===== config.mk =====
export PLATFORM = sky130hd
export DESIGN_NAME = bypass_write_combiner
export DESIGN_NICKNAME = d
export VERILOG_FILES = /design/src/rtl/bypass_write_combiner.sv
export SDC_FILE = /design/constraint.sdc
export NUM_CORES = 1
export LEC_CHECK = 0
export CORE_ASPECT_RATIO = 0.75
export CORE_MARGIN = 4
export CORE_UTILIZATION = 35
export DETAILED_ROUTE_END_ITERATION = 7
export PLACE_DENSITY_LB_ADDON = 0.1
export SLEW_MARGIN = 20
export SYNTH_ARGS = -nofsm -noshare
export SYNTH_HDL_FRONTEND = slang
export SYNTH_SLANG_ARGS = --single-unit

===== constraint.sdc =====
create_clock -name clk -period 3.15 [get_ports clk]
set_input_delay 0.63 -clock clk [delete_from_list [all_inputs] [get_ports clk]]
set_output_delay 0.63 -clock clk [all_outputs]
set_load 0.01 [all_outputs]

===== src/rtl/bypass_write_combiner.sv =====
// rtl/bypass_write_combiner.sv - gathers CPU word stores into a 32-byte line and flushes it as one DDR2 write
// Stores to one line merge into a byte-masked buffer; a flush is 1 command push then 2 data beats.
module bypass_write_combiner #(
  parameter int TIMEOUT = 64,
  parameter int CNT_W   = 7
) (
  input  logic           clk,
  input  logic           rst_n,
  input  logic           wr_valid,
  input  logic [31:0]    wr_addr,
  input  logic [31:0]    wr_din,
  input  logic [3:0]     wr_we,
  input  logic           flush,
  output logic           stall,
  output logic           empty,
  input  logic           af_full,
  input  logic           wdf_full,
  output logic [2:0]     af_cmd_din,
  output logic [30:0]    af_addr_din,
  output logic           af_wr_en,
  output logic [127:0]   wdf_din,
  output logic [15:0]    wdf_mask_din,
  output logic           wdf_wr_en
);

  typedef enum logic [2:0] {
    EMPTY = 3'd0,
    FILL  = 3'd1,
    AF    = 3'd2,
    WD0   = 3'd3,
    WD1   = 3'd4
  } state_t;

  // Idle timeout fires when the count before the edge is TIMEOUT-1, so the
  // FSM leaves FILL exactly TIMEOUT edges after the last accepted store.
  localparam logic [CNT_W-1:0] TO_LAST = CNT_W'(TIMEOUT - 1);

  state_t             state_q, state_d;
  logic [255:0]       line_q, line_d;
  logic [31:0]        valid_q, valid_d;
  logic [26:0]        tag_q, tag_d;
  logic [CNT_W-1:0]   cnt_q, cnt_d;

  logic [255:0]       line_m;
  logic [31:0]        valid_m;
  logic               store_req;
  logic               same_tag;
  logic               accept;
  logic               timeout_hit;

  always_ff @(posedge clk or negedge rst_n) begin
    if (!rst_n) begin
      state_q <= EMPTY;
      line_q  <= '0;
      valid_q <= '0;
      tag_q   <= '0;
      cnt_q   <= '0;
    end else begin
      state_q <= state_d;
      line_q  <= line_d;
      valid_q <= valid_d;
      tag_q   <= tag_d;
      cnt_q   <= cnt_d;
    end
  end

  // Byte merge of the presented store into the current line image.
  always_comb begin
    line_m  = line_q;
    valid_m = valid_q;
    for (int j = 0; j < 4; j++) begin
      if (wr_we[j]) begin
        line_m[{wr_addr[4:2], 2'(j), 3'b000} +: 8] = wr_din[8*j +: 8];
        valid_m[{wr_addr[4:2], 2'(j)}]            = 1'b1;
      end
    end
  end

  always_comb begin
    store_req   = wr_valid && (wr_we != 4'b0000);
    same_tag    = (wr_addr[31:5] == tag_q);
    timeout_hit = (cnt_q == TO_LAST);
    stall       = store_req &&
                  ((state_q == AF) || (state_q == WD0) || (state_q == WD1) ||
                   ((state_q == FILL) && !same_tag));
    accept      = store_req && !stall;
  end

  always_comb begin
    state_d   = state_q;
    line_d    = line_q;
    valid_d   = valid_q;
    tag_d     = tag_q;
    cnt_d     = cnt_q;
    af_wr_en  = 1'b0;
    wdf_wr_en = 1'b0;

    case (state_q)
      EMPTY: begin
        if (accept) begin
          tag_d   = wr_addr[31:5];
          line_d  = line_m;
          valid_d = valid_m;
          cnt_d   = '0;
          state_d = FILL;
        end
      end

      FILL: begin
        if (accept) begin
          line_d  = line_m;
          valid_d = valid_m;
          cnt_d   = '0;
        end else if (cnt_q != {CNT_W{1'b1}}) begin
          cnt_d = cnt_q + 1'b1;
        end
        // A mismatching store only triggers the flush; it is taken later from EMPTY.
        if ((accept && (&valid_m)) || flush || timeout_hit || (store_req && !same_tag)) begin
          state_d = AF;
        end
      end

      AF: begin
        af_wr_en = !af_full;
        if (!af_full) begin
          state_d = WD0;
        end
      end

      WD0: begin
        wdf_wr_en = !wdf_full;
        if (!wdf_full) begin
          state_d = WD1;
        end
      end

      WD1: begin
        wdf_wr_en = !wdf_full;
        if (!wdf_full) begin
          valid_d = '0;
          cnt_d   = '0;
          state_d = EMPTY;
        end
      end

      default: begin
        state_d = EMPTY;
      end
    endcase
  end

  assign empty        = (state_q == EMPTY);
  assign af_cmd_din   = 3'b000;
  assign af_addr_din  = {6'b0, tag_q[22:0], 2'b00};
  assign wdf_din      = (state_q == WD1) ? line_q[255:128] : line_q[127:0];
  assign wdf_mask_din = (state_q == WD1) ? ~valid_q[31:16] : ~valid_q[15:0];

endmodule


==> summary.txt <==
Finish
  – Register area: 8130 um^2
  – Share of layout cells above drive strength 1: 30.7%
  – Most frequent cells in the layout: dfrtp_1, mux2_2, nand2_1, clkdlybuf4s50_1, buf_4
  – Layout Cells excl Fill: 2352
  – Most common cell after layout, fill and taps aside: dfrtp_1
  – Cell area after layout: 22200 um^2
  – Area delta synth->final: 33.6%
  – Fillers: 4266
  – Multi-input logic area: 7820 um^2
  – Nets@finish: 1776

Critical path
  – Most common cell on crit path: buf_12
  – CP bufs+invs: 5
  – Crit Path Class: reg -> out
  – Slowest cell on the critical path: o21ai_0
  – CP Data Arrival Time: 2.49 ns
  – Required @ worst endpoint: 2.52 ns
  – Critical path's top delay family: buffers and inverters
  – Critical Path, Cell by Cell: nor3b_4 -> buf_12 -> buf_16 -> buf_12 -> buf_12 -> o21ai_0 -> dlygate4sd2_1
  – CP Launch Type: flip-flop
  – Crit-path max FO: 11
  – Max stage delay on crit path: 0.48 ns
  – CP endpoint kind: output pin

Timing
  – Max_slew headroom: about 31%
  – Max-slew violations: 0
  – Final setup TNS: 0 ns
  – Final worst setup slack: around 0.027 ns
  – Min Tclk post-route: 3.12 ns
  – RSZ-0062 raised after global routing: yes
  – Clock Skew: 0.0125 ns
  – Fmax: between 0.3 and 0.4 GHz
  – Final Hold Vio Count: 0
  – Worst slew pin tran: 1.03 ns
  – Setup violators final: 0
  – Fin crit share: 99.1%

Place
  – I/O Buffers: approximately 240
  – Dpl hpwl: 34000 um
  – Routability cong.: between 0.8 and 0.9
  – Placed cells: 2269
  – Place WS: -0.417 ns
  – Cell area after placement: 20700 um^2

Synthesis
  – Yosys warnings: 0
  – Syn Area/Cell: 12.0 um^2
  – Number of synthesized flops with an enable pin: 0
  – Seq/Total Area, Yosys: between 40% and 50%
  – Synth Register Bits: ~330
  – Mapped Area: 16600 um^2
  – Top FF cell, synth: dfrtp_1
  – Async S/R FF share, synth: 100%
  – Post-Syn Instances: 1382
  – Yosys cell types: 71

Detailed routing
  – Routed Antenna Nets: 0
  – DR DRC count: 0
  – Routed vias/inst: 5.00
  – Drt total wl: 49300 um
  – Vias post-DR: 11757
  – Pre-Repair DR Iteration Count: 5
  – DR iter-0 viols: around 570
  – WL/cell: 21.0 um

Global routing
  – Remaining Overflow, GRT: 0
  – GR met3 Demand/Resource: 3.20%
  – Grt met2 use: 30.3%
  – First-pass GRT wire length: 76100 um
  – Routing usage on met1: a little over a quarter
  – Global router's overall resource usage: about a fifth
  – Vias in the first global route: 12484
  – Largest net degree at the start of global routing: 74
  – Initial antenna violation count: 4
  – GRT busiest layer: met2

Floorplanning
  – Die Height: 197 um
  – # IOs: roughly 260
  – Site Rows: 68
  – Core Area: ~46000 um^2
  – Die width: approximately 260 um
  – DIE AREA: 51100 um^2
  – Initial Utilization: around 36%

Pwr
  – NetSw: 5.61 mW
  – Power density over cell area: 774 nW/um^2
  – Clk network pwr share: 25.4%
  – Internal cell power: 11.6 mW
  – Seq pwr share: 37.0%
  – Switching Fraction: 32.6%
  – Total power: 17.2 mW
  – Combinational share of power: 37.6%
  – Max VDD drop: 0.529 mV
  – LEAKAGE: about 11 nW

Clock network
  – H-tree Lvls: 2
  – Post-CTS Hold Fix Bufs: 0
  – Sink Count: 325
  – CTS tree: built
  – Number of buffers created by CTS: 37
  – Root Buffer: clkbuf_16
  – Worst-path clk slew: 0.06 ns
  – CTS Buffer Depth: 3
  – Clk Latency, worst-skew pair: 0.52 ns

Hold path
  – Worst Hold Class: in -> async

Run status
  – Outcome: complete, no violations

Run
  – Max-Cap Viols: 0
==> worst paths after layout <==
path | from | to | slack (ns) | cells after the start
min | rst_n | valid_q[21]$_DFFE_PN0P_ | 0.08 | 1
max | state_q[2]$_DFFE_PN0P_ | wdf_din[10] | 0.03 | 7
min in group clk | wr_addr[25] | tag_q[20]$_DFFE_PN0P_ | 0.41 | 2
min reg2reg | line_q[89]$_DFFE_PN0P_ | line_q[89]$_DFFE_PN0P_ | 0.48 | 1
max reg2reg | tag_q[13]$_DFFE_PN0P_ | line_q[193]$_DFFE_PN0P_ | 0.31 | 9
max in group asynchronous | rst_n | line_q[128]$_DFFE_PN0P_ | 2.24 | 2
==> area by class of cell <==
cell class                 instances  area share, %
clock buffer                      52           4.73
multi-input combinational        909           35.2
tap                              630           3.55
clock inverter                    11          0.698
timing repair buffer             365           18.3
sequential                       325           36.6
inverter                          57          0.963
antenna                            3         0.0338
==> state kept, by name, summed over array words and instances (netlist names) <==
| signal | count |
|---|---|
| state_q | 3 |
| cnt_q | 7 |
| valid_q | 32 |
| tag_q | 27 |
| line_q | 256 |
==> cells in the mapped netlist (27+ instances only) <==
library cell / n / area (um^2)
mux2i_1: 63 / 631
clkbuf_1: 48 / 180
mux2_2: 275 / 3100
and2_1: 30 / 188
buf_4: 39 / 293
mux2_1: 41 / 462
o21ai_0: 53 / 265
dfrtp_1: 325 / 8130
and3_1: 51 / 319
xor2_1: 27 / 236
inv_1: 57 / 214
nand2_1: 145 / 544
==> routing by layer <==
layer,up-vias,wire (um)
li1,5462,-
met1,5956,23400
met2,267,22600
met3,70,2190
met4,2,1200
met5,-,7
==> through the flow <==
step	hold slack, ns	utilization [%]
floorplan	0.334	-
global placement	0.461	44.5
detailed placement	0.468	44.5
CTS	0.0797	47.4
global route	0.102	47.8
finish	0.0772	47.8
==> worst register-to-register path: cells and delay by family, from the launching register on <==
kind	cells	cell delay, ns
and+or+nand+nor	3	1.02
muxes	1	0.32
DFF	1	0.40
xor gates and xnor gates	1	0.17
buffers and inverters	3	0.53
AOI/OAI and AO/OA	1	0.28
==> what timing repair did <==
| action | CTS | global route |
|---|---|---|
| endpoints found under the setup margin | 134 | 63 |
| setup buffers | 8 | 4 |
| gates cloned | 3 | 2 |
| pin swaps | 4 | 4 |
| resized for setup | 81 | 43 |
==> power by group through the flow <==
stage	sequential, mW	combinational (mW)	clock [mW]
6_report	6.36	6.47	4.38
5_1_grt	6.54	6.99	4.68
4_1_cts	6.36	6.56	4.51
3_5_place_dp	6.40	6.53	0
3_3_place_gp	6.36	6.46	0
2_1_floorplan	6.14	3.69	0
==> cell families after synthesis <==
logic type                 Yosys count  synth area share [%]
other                                1                0.0225
adders and majority gates            7                 0.526
DFF                                325                  48.9
muxes                              403                  27.3
buffers and inverters              158                  4.62
AOI/OAI and AO/OA                  138                  6.54
xor gates and xnor gates            27                  1.42
and+or+nand+nor                    323                  10.6
No activity file was read; power rests on OpenSTA's default activity.
